## config.mk

```make
export PLATFORM = sky130hd
export DESIGN_NAME = map9_ctrl_flat
export DESIGN_NICKNAME = d
export VERILOG_FILES = /design/src/rtl/map9_ctrl_if.sv /design/src/rtl/map9_ctrl.sv /design/src/flat_wrapper.sv
export SDC_FILE = /design/constraint.sdc
export NUM_CORES = 1
export LEC_CHECK = 0
export ABC_AREA = 1
export CAP_MARGIN = 20
export CORE_MARGIN = 5
export CORE_UTILIZATION = 40
export CTS_BUF_LIST = sky130_fd_sc_hd__clkbuf_2
export DETAILED_ROUTE_END_ITERATION = 8
export PLACE_DENSITY = 0.8
export SLEW_MARGIN = 5
export SYNTH_ARGS = -nofsm -noshare
export SYNTH_HDL_FRONTEND = slang
export SYNTH_SLANG_ARGS = --single-unit
export TNS_END_PERCENT = 100
```

## constraint.sdc

```tcl
create_clock -name clock -period 1.69 [get_ports clock]
set_input_delay 0.2535 -clock clock [delete_from_list [all_inputs] [get_ports clock]]
set_output_delay 0.2535 -clock clock [all_outputs]
set_load 0.01 [all_outputs]
```

## src/rtl/map9_ctrl_if.sv

```systemverilog
// -----------------------------------------------------------------------------
// map9_ctrl_if -- host-side command/result bundle for map9_ctrl.
//
// Signals:
//   cmd_valid / cmd_ready / cmd_n   command channel (host -> controller)
//   res_valid / res_ready           result channel (controller -> host)
//   res_data / res_err              captured engine result and timeout flag
//
// Modports:
//   master  the host: drives the command and consumes the result
//   slave   the controller (map9_ctrl)
// -----------------------------------------------------------------------------
interface map9_ctrl_if;
    logic       cmd_valid;
    logic       cmd_ready;
    logic [8:0] cmd_n;
    logic       res_valid;
    logic       res_ready;
    logic [8:0] res_data;
    logic       res_err;

    modport master (
        output cmd_valid, cmd_n, res_ready,
        input  cmd_ready, res_valid, res_data, res_err
    );

    modport slave (
        input  cmd_valid, cmd_n, res_ready,
        output cmd_ready, res_valid, res_data, res_err
    );
endinterface

```

## src/rtl/map9_ctrl.sv

```systemverilog
// -----------------------------------------------------------------------------
// map9_ctrl -- sequences one map9 engine computation per accepted command.
//
// A command (cmd_n) is accepted in IDLE, registered onto N, and the engine is
// started by holding `start` high for START_HOLD cycles. The controller then
// waits in RUN for a rising edge of the engine's sticky `done` level, captures
// `dp`, and presents it on the result channel until the host takes it.
//
// Parameters:
//   START_HOLD  cycles `start` is held per command (1..7)
//   TIMEOUT     RUN watchdog limit in cycles (1..1023)
//
// Ports:
//   clock, reset  rising-edge clock, synchronous active-high reset
//   io            map9_ctrl_if.slave: command and result channels
//   N, start      operand and start request to the engine
//   dp, done      engine result and completion level
//   busy          high whenever the FSM is not in IDLE
//
// Build option:
//   MAP9_CTRL_TIMEOUT_EN  when defined, a 10-bit watchdog aborts RUN after
//                         TIMEOUT cycles with res_err=1 and res_data=9'h1FF.
//                         When undefined, RUN waits indefinitely.
// -----------------------------------------------------------------------------
module map9_ctrl #(
    parameter int START_HOLD = 2,
    parameter int TIMEOUT    = 1023
) (
    input  logic       clock,
    input  logic       reset,
    map9_ctrl_if.slave io,
    output logic [8:0] N,
    output logic       start,
    input  logic [8:0] dp,
    input  logic       done,
    output logic       busy
);

    if (START_HOLD < 1 || START_HOLD > 7) begin : g_bad_start_hold
        $error("map9_ctrl: START_HOLD must be in 1..7");
    end
    if (TIMEOUT < 1 || TIMEOUT > 1023) begin : g_bad_timeout
        $error("map9_ctrl: TIMEOUT must be in 1..1023");
    end

    typedef enum logic [1:0] {
        IDLE,
        START,
        RUN,
        HOLD
    } state_t;

    localparam logic [2:0] HOLD_LAST = 3'(START_HOLD - 1);

    state_t     state_q, state_d;
    logic [8:0] n_q, n_d;
    logic [2:0] hold_cnt_q, hold_cnt_d;
    logic       done_q, done_d;
    logic [8:0] res_data_q, res_data_d;
    logic       rise;

`ifdef MAP9_CTRL_TIMEOUT_EN
    localparam logic [9:0] TO_LAST = 10'(TIMEOUT - 1);

    logic [9:0] to_cnt_q, to_cnt_d;
    logic       res_err_q, res_err_d;
`endif

    // Only a fresh edge of the sticky done level counts; a level left over
    // from the previous run is ignored.
    assign rise = done & ~done_q;

    // NOTE: every variable assigned below gets a default first, so no path
    // leaves it unassigned and no latch is inferred.
    always_comb begin
        state_d    = state_q;
        n_d        = n_q;
        hold_cnt_d = hold_cnt_q;
        done_d     = done;
        res_data_d = res_data_q;
`ifdef MAP9_CTRL_TIMEOUT_EN
        to_cnt_d   = to_cnt_q;
        res_err_d  = res_err_q;
`endif
        unique case (state_q)
            IDLE: begin
                if (io.cmd_valid) begin
                    n_d        = io.cmd_n;
                    hold_cnt_d = '0;
                    state_d    = START;
                end
            end
            START: begin
                if (hold_cnt_q == HOLD_LAST) begin
                    hold_cnt_d = '0;
                    state_d    = RUN;
`ifdef MAP9_CTRL_TIMEOUT_EN
                    to_cnt_d   = '0;
`endif
                end else begin
                    hold_cnt_d = hold_cnt_q + 3'd1;
                end
            end
            RUN: begin
                // A rise on the last watchdog cycle still counts as success.
                if (rise) begin
                    res_data_d = dp;
`ifdef MAP9_CTRL_TIMEOUT_EN
                    res_err_d  = 1'b0;
`endif
                    state_d    = HOLD;
                end
`ifdef MAP9_CTRL_TIMEOUT_EN
                else if (to_cnt_q == TO_LAST) begin
                    res_data_d = 9'h1FF;
                    res_err_d  = 1'b1;
                    state_d    = HOLD;
                end else begin
                    to_cnt_d = to_cnt_q + 10'd1;
                end
`endif
            end
            HOLD: begin
                // Any done edge seen here is dropped; the next capture needs
                // a new command.
                if (io.res_ready) begin
                    state_d = IDLE;
                end
            end
            default: state_d = IDLE;
        endcase
    end

    // NOTE: state is updated with non-blocking assignments so every flop
    // samples the pre-edge values computed above, independent of block order.
    // The result register is reset too, so no stale data is visible after an
    // abandoned command.
    always_ff @(posedge clock) begin
        if (reset) begin
            state_q    <= IDLE;
            n_q        <= '0;
            hold_cnt_q <= '0;
            done_q     <= 1'b0;
            res_data_q <= '0;
`ifdef MAP9_CTRL_TIMEOUT_EN
            to_cnt_q   <= '0;
            res_err_q  <= 1'b0;
`endif
        end else begin
            state_q    <= state_d;
            n_q        <= n_d;
            hold_cnt_q <= hold_cnt_d;
            done_q     <= done_d;
            res_data_q <= res_data_d;
`ifdef MAP9_CTRL_TIMEOUT_EN
            to_cnt_q   <= to_cnt_d;
            res_err_q  <= res_err_d;
`endif
        end
    end

    assign io.cmd_ready = (state_q == IDLE);
    assign io.res_valid = (state_q == HOLD);
    assign io.res_data  = res_data_q;
`ifdef MAP9_CTRL_TIMEOUT_EN
    assign io.res_err   = res_err_q;
`else
    assign io.res_err   = 1'b0;
`endif
    assign start        = (state_q == START);
    assign busy         = (state_q != IDLE);
    assign N            = n_q;

endmodule

```

## src/flat_wrapper.sv

```systemverilog
// flat-port wrapper written by rule: the top's interface ports become plain ports
module map9_ctrl_flat 
#(
    parameter int START_HOLD = 2,
    parameter int TIMEOUT    = 1023
)
  (clock, reset, N, start, dp, done, busy, io_cmd_valid, io_cmd_n, io_res_ready, io_cmd_ready, io_res_valid, io_res_data, io_res_err);
  map9_ctrl_if io_i ();
  input  logic clock;
  input  logic reset;
  output logic [8:0] N;
  output logic start;
  input  logic [8:0] dp;
  input  logic done;
  output logic busy;
  input wire logic [$bits(io_i.cmd_valid)-1:0] io_cmd_valid;
  input wire logic [$bits(io_i.cmd_n)-1:0] io_cmd_n;
  input wire logic [$bits(io_i.res_ready)-1:0] io_res_ready;
  output wire logic [$bits(io_i.cmd_ready)-1:0] io_cmd_ready;
  output wire logic [$bits(io_i.res_valid)-1:0] io_res_valid;
  output wire logic [$bits(io_i.res_data)-1:0] io_res_data;
  output wire logic [$bits(io_i.res_err)-1:0] io_res_err;
  assign io_i.cmd_valid = io_cmd_valid;
  assign io_i.cmd_n = io_cmd_n;
  assign io_i.res_ready = io_res_ready;
  assign io_cmd_ready = io_i.cmd_ready;
  assign io_res_valid = io_i.res_valid;
  assign io_res_data = io_i.res_data;
  assign io_res_err = io_i.res_err;
  map9_ctrl #(.START_HOLD(START_HOLD), .TIMEOUT(TIMEOUT)) u_core (.clock(clock), .reset(reset), .io(io_i), .N(N), .start(start), .dp(dp), .done(done), .busy(busy));
endmodule
```

## Word level (Yosys, flattened, before mapping)

Index checks and enable logic that the tools add are counted.
Widths: inputs -> output; s select.

| operators by class | value |
|---|---|
| shifts and indexed selects | 0 |
| equality and inequality tests | 8 |
| div/mod/pow operators | 0 |
| $add $sub $neg | 1 |
| bitwise operators | 2 |
| $mul | 0 |
| reductions and logical operators | 7 |
| order comparisons | 0 |
| mux-type cells | 8 |

Operators by type and width:

| kind | count |
|---|---|
| $mux 2 | 4 |
| $pmux 2 s4 | 1 |
| $mux 3 | 2 |
| $pmux 3 s2 | 1 |
| $reduce_and 2->1 | 3 |
| $eq 2x2->1 const B | 2 |
| $ne 2x1->1 const B | 2 |
| $ne 2x2->1 const B | 2 |
| $reduce_and 4->1 | 1 |
| $reduce_bool 2->1 | 2 |
| $add 3x1->3 const B | 1 |
| $eq 3x1->1 const B | 1 |
| $eq 2x1->1 const B | 1 |
| $logic_not 2->1 | 1 |
| $and 1x1->1 | 1 |
| $not 1->1 | 1 |

| word-level totals | value |
|---|---|
| input bits | 23 |
| bits in latches | 0 |
| memory bits (read-only) | 0 |
| word-level logic and storage cells | 31 |
| memory bits (writable) | 0 |
| register bits after elaboration | 24 |
| memories | 0 |
| output and inout port bits | 23 |

## Depth between registers and ports, before layout

| logic depth | value |
|---|---|
| word-level depth | 4 |
| mapped depth | 9 |
| gate-level depth less buffers | 9 |

## Worst setup path before layout

OpenSTA, ideal clock, no wires.

| path | value |
|---|---|
| path type | flip-flop to flip-flop |
| from | register u_core.state_q[0] |
| to | register u_core.hold_cnt_q[2] |
| setup slack | 0.397 ns |
| setup time | 0.114 ns |
| clock period less this slack | 1.293 ns |
| cell stages (with the launch flop) | 9 |
| buffers on the path | 0 |
| data arrival time | 1.178 ns |
| cell sequence | dfxtp_1 inv_1 ha_1 inv_1 nand2_2 nand2_2 nand2_2 xor2_1 nor2_1 |

| on the way | value |
|---|---|
| longest elaborated chain between the ends | 3 |

RTL lines:

| element | RTL line | source |
|---|---|---|
| start, declared | map9_ctrl.sv:55 | `state_t state_q, state_d;` |
| start signal, assigned | map9_ctrl.sv:150 | `state_q <= state_d;` |
| $logic_not 2->1 * | -- |  |
| via io_cmd_ready | flat_wrapper.sv:19 | `output wire logic [$bits(io_i.cmd_ready)-1:0] io_cmd_ready;` |
| $ne 2x2->1 (no line) / $reduce_bool 2->1 (equally long branches) | -- |  |
| $reduce_and 2->1 (no line) | -- |  |
| end signal, assigned | map9_ctrl.sv:152 | `hold_cnt_q <= hold_cnt_d;` |
| end, declared | map9_ctrl.sv:57 | `logic [2:0] hold_cnt_q, hold_cnt_d;` |

The timed path passes the listed nets; every way through them passes the cells marked *.
A chain may end at the register's enable or synchronous reset.

## Final worst setup path

| path | value |
|---|---|
| from | register u_core.state_q[1] |
| to | output start |

| on the way | value |
|---|---|
| longest elaborated chain between the ends | 1 |

RTL lines:

| element | RTL line | source |
|---|---|---|
| $eq 2x1->1 | map9_ctrl.sv:170 | `assign start = (state_q == START);` |
| end, declared | flat_wrapper.sv:12 | `output logic start;` |

No other way between the ends.

==> flow_summary.toml <==
[setup_path]
critPathArrivalTime_ns = 1.38
cp_max_fo = 4
crit_type = "reg2out"
cp-start-kind = "flip-flop"
crit_required_ns = 1.44
critPathCaptureType = "primary output"
r2r_setup_slack_ns = 0.21

[detailed_routing]
via_per_inst = 4.665
vias = 975
drt_iter0_drc = 42
post_drt_wl_per_cell_um = 12.21
drt_wl_total_mm = 2.551
first_pass_iters = 4
drtAntennaViolNets = 0
drc_errors = 0

[timing]
drv_slew = 0
hold_viol_final = 0
rsz0062_at_grt = "true"
final.min_clock_period_ns = 1.630
fmax_mhz = 613.5
finalSetupViolCount = 0
timing.final.ws_setup_ns = 0.05990
period_share_pct = 96.46
skew_ns = 0.01304

[die]
die_x_um = 60.77
die_h_um = 60.77
dieArea_sq_mm = 0.003693
coreArea_sq_mm = 0.002477
start_util_pct = 41.62
rows = 18
ios = 46

[global_routing]
antenna_found_initial = 0
grt_use_met2_pct = 26.11
grt_pass1_vias = 980
grt_max_degree = 23
grt_pass1_wl_mm = 4.174
busiest_layer = "met2"
use_met1_pct = 17.16
overflow = 0
grt_usage_pct = 14.78
met3_usage_pct = 3.191

[final_layout]
drive_gt1_share_pct = 11.17
multi_input_area_sq_um = 442.9
area_growth_syn_to_layout_pct = 49.27
final_nets = 207
antennaDiodeCount = 0
seq_area_sq_um = 485.5
final_cells = 209
n_fill_cell = 245

[place]
preCtsSetupSlack_ns = 0.09963
hpwl_mm = 2.032
finalWeightedCongestion = 0.7617
port_buffers = 44
numPlacedInstances = 204

[outcome]
outcome = "finished, final reports clean"

[synthesis]
synth.avg_cell_area_sq_um = 7.637
yosysSeqAreaShare_pct = 46.60
ys_warn_count = 0
ys_ff_latch = 24
synth_top_area_share_pct = 46.60
syn_area_sq_mm = 0.001031
synth_area_leaders = "dfxtp_1, nor2_1, inv_1"
netlist_top_cells_count = "nor2_1, dfxtp_1, inv_1, nand2_1, a21oi_1"
syn_inst = 135
synthFlopType = "dfxtp_1"
synth.distinct_cells = 22
synth_most_common_cell = "nor2_1"
synth.largest_area_cell = "dfxtp_1"
synthesis.nets = 162
synth_edf_count = 0
synthArstFlopShare_pct = 0

[cts]
htreeDepth = 1
clk_pin_slew_worst_paths_ns = 0.21
cts_buffer_depth = 2
clock-root-buffer = "clkbuf_2"
numCtsBuffers = 3
clock_latency_ns = 0.33
hold_buffers = 0
cts_tree = "built"
clock-sinks = 24

[flow_run]
maxCapViolCount = 0

[pwr]
p_leak_nw = 0.6417
ir_drop_mv = 0.9850
p_per_area_mw_per_mm2 = 1422

[min_path]
hp-class = "reg2reg"
-- report_power, final --
group / internal (W) / switching (W)
Combinational: 0.000488 / 0.000548
Clock: 0.000204 / 0.000169
Sequential: 0.000704 / 0.0000749
-- per-stage QoR --
stage / utilization, % / total power [W] / setup TNS [ns] / hold WS, ns / area (sq um)
2_1_floorplan: - / 0.001383 / 0 / 0.3247 / 1031
3_3_place_gp: 59.34 / 0.001751 / 0 / 0.4317 / 1470
3_5_place_dp: 59.34 / 0.001802 / 0 / 0.4361 / 1470
4_1_cts: 61.46 / 0.002158 / 0 / 0.4619 / 1523
5_1_grt: 62.12 / 0.002373 / -0.02897 / 0.4545 / 1539
6_report: 62.12 / 0.002188 / 0 / 0.4585 / 1539
-- state kept, by name, summed over array words and instances, names as in the netlist --
signal / cells
u_core.N: 9
u_core.io.res_data: 9
u_core.hold_cnt_q: 3
u_core.state_q: 2
u_core.done_q: 1
-- routing by layer --
| layer | vias to the layer above | routed length, um |
|---|---|---|
| li1 | 503 | - |
| met1 | 436 | 1044 |
| met2 | 32 | 1303 |
| met3 | 4 | 170 |
| met4 | 0 | 34 |
| met5 | - | 0 |
-- worst max-delay path, cell delays in order (launching register included) --
cell           delay (ns)
dfxtp_4              0.40
inv_1                0.12
ha_2                 0.25
dlygate4sd2_1        0.29
-- cells in the final DEF, fill, tap and decap left out, types with 2 or more instances in the layout --
cell type        instances
o21ai_1                  9
dfxtp_1                 22
ha_1                     2
inv_1                   20
nand2_2                  4
o21ai_2                  2
o21ai_0                  8
clkdlybuf4s50_1         40
nand2_1                 13
clkbuf_2                 3
dlygate4sd2_1            3
nand3_1                  2
a21oi_1                 12
nor2_1                  25
-- path summary, 6_finish.rpt --
| check | from | endpoint | depth (start not counted) |
|---|---|---|---|
| min reg2reg | u_core.io.res_data[6] | u_core.io.res_data[6] | 2 |
| max reg2reg | u_core.state_q[0] | u_core.io.res_data[3] | 5 |
| max | u_core.state_q[1] | start | 3 |
| min | u_core.io.res_data[6] | u_core.io.res_data[6] | 2 |
-- cells by family (layout without fill, tap and decap cells) --
family | Yosys count | count (layout) | synth area share (%)
adders and majority gates | 4 | 4 | 4.855
buffers and inverters | 27 | 71 | 11.89
DFF | 24 | 24 | 46.60
and+or+nand+nor | 46 | 46 | 18.81
AOI/OAI and AO/OA | 32 | 32 | 16.63
xor gates and xnor gates | 1 | 1 | 0.8497
other | 1 | 1 | 0.3637
-- repair_timing --
action                                  in CTS  in global routing
buffers inserted                             1                  0
endpoints found under the setup margin       4                  2
gates resized for setup                      7                  4
-- final cells by class --
cell class | instances | share of cell area, %
Tap cell | 30 | 2.439
Multi-Input combinational cell | 84 | 28.78
Sequential cell | 24 | 31.54
Inverter | 22 | 5.447
Clock buffer | 3 | 0.9756
Clock inverter | 1 | 1.951
Timing Repair Buffer | 45 | 28.86
Power figures use the tool's default switching activity.
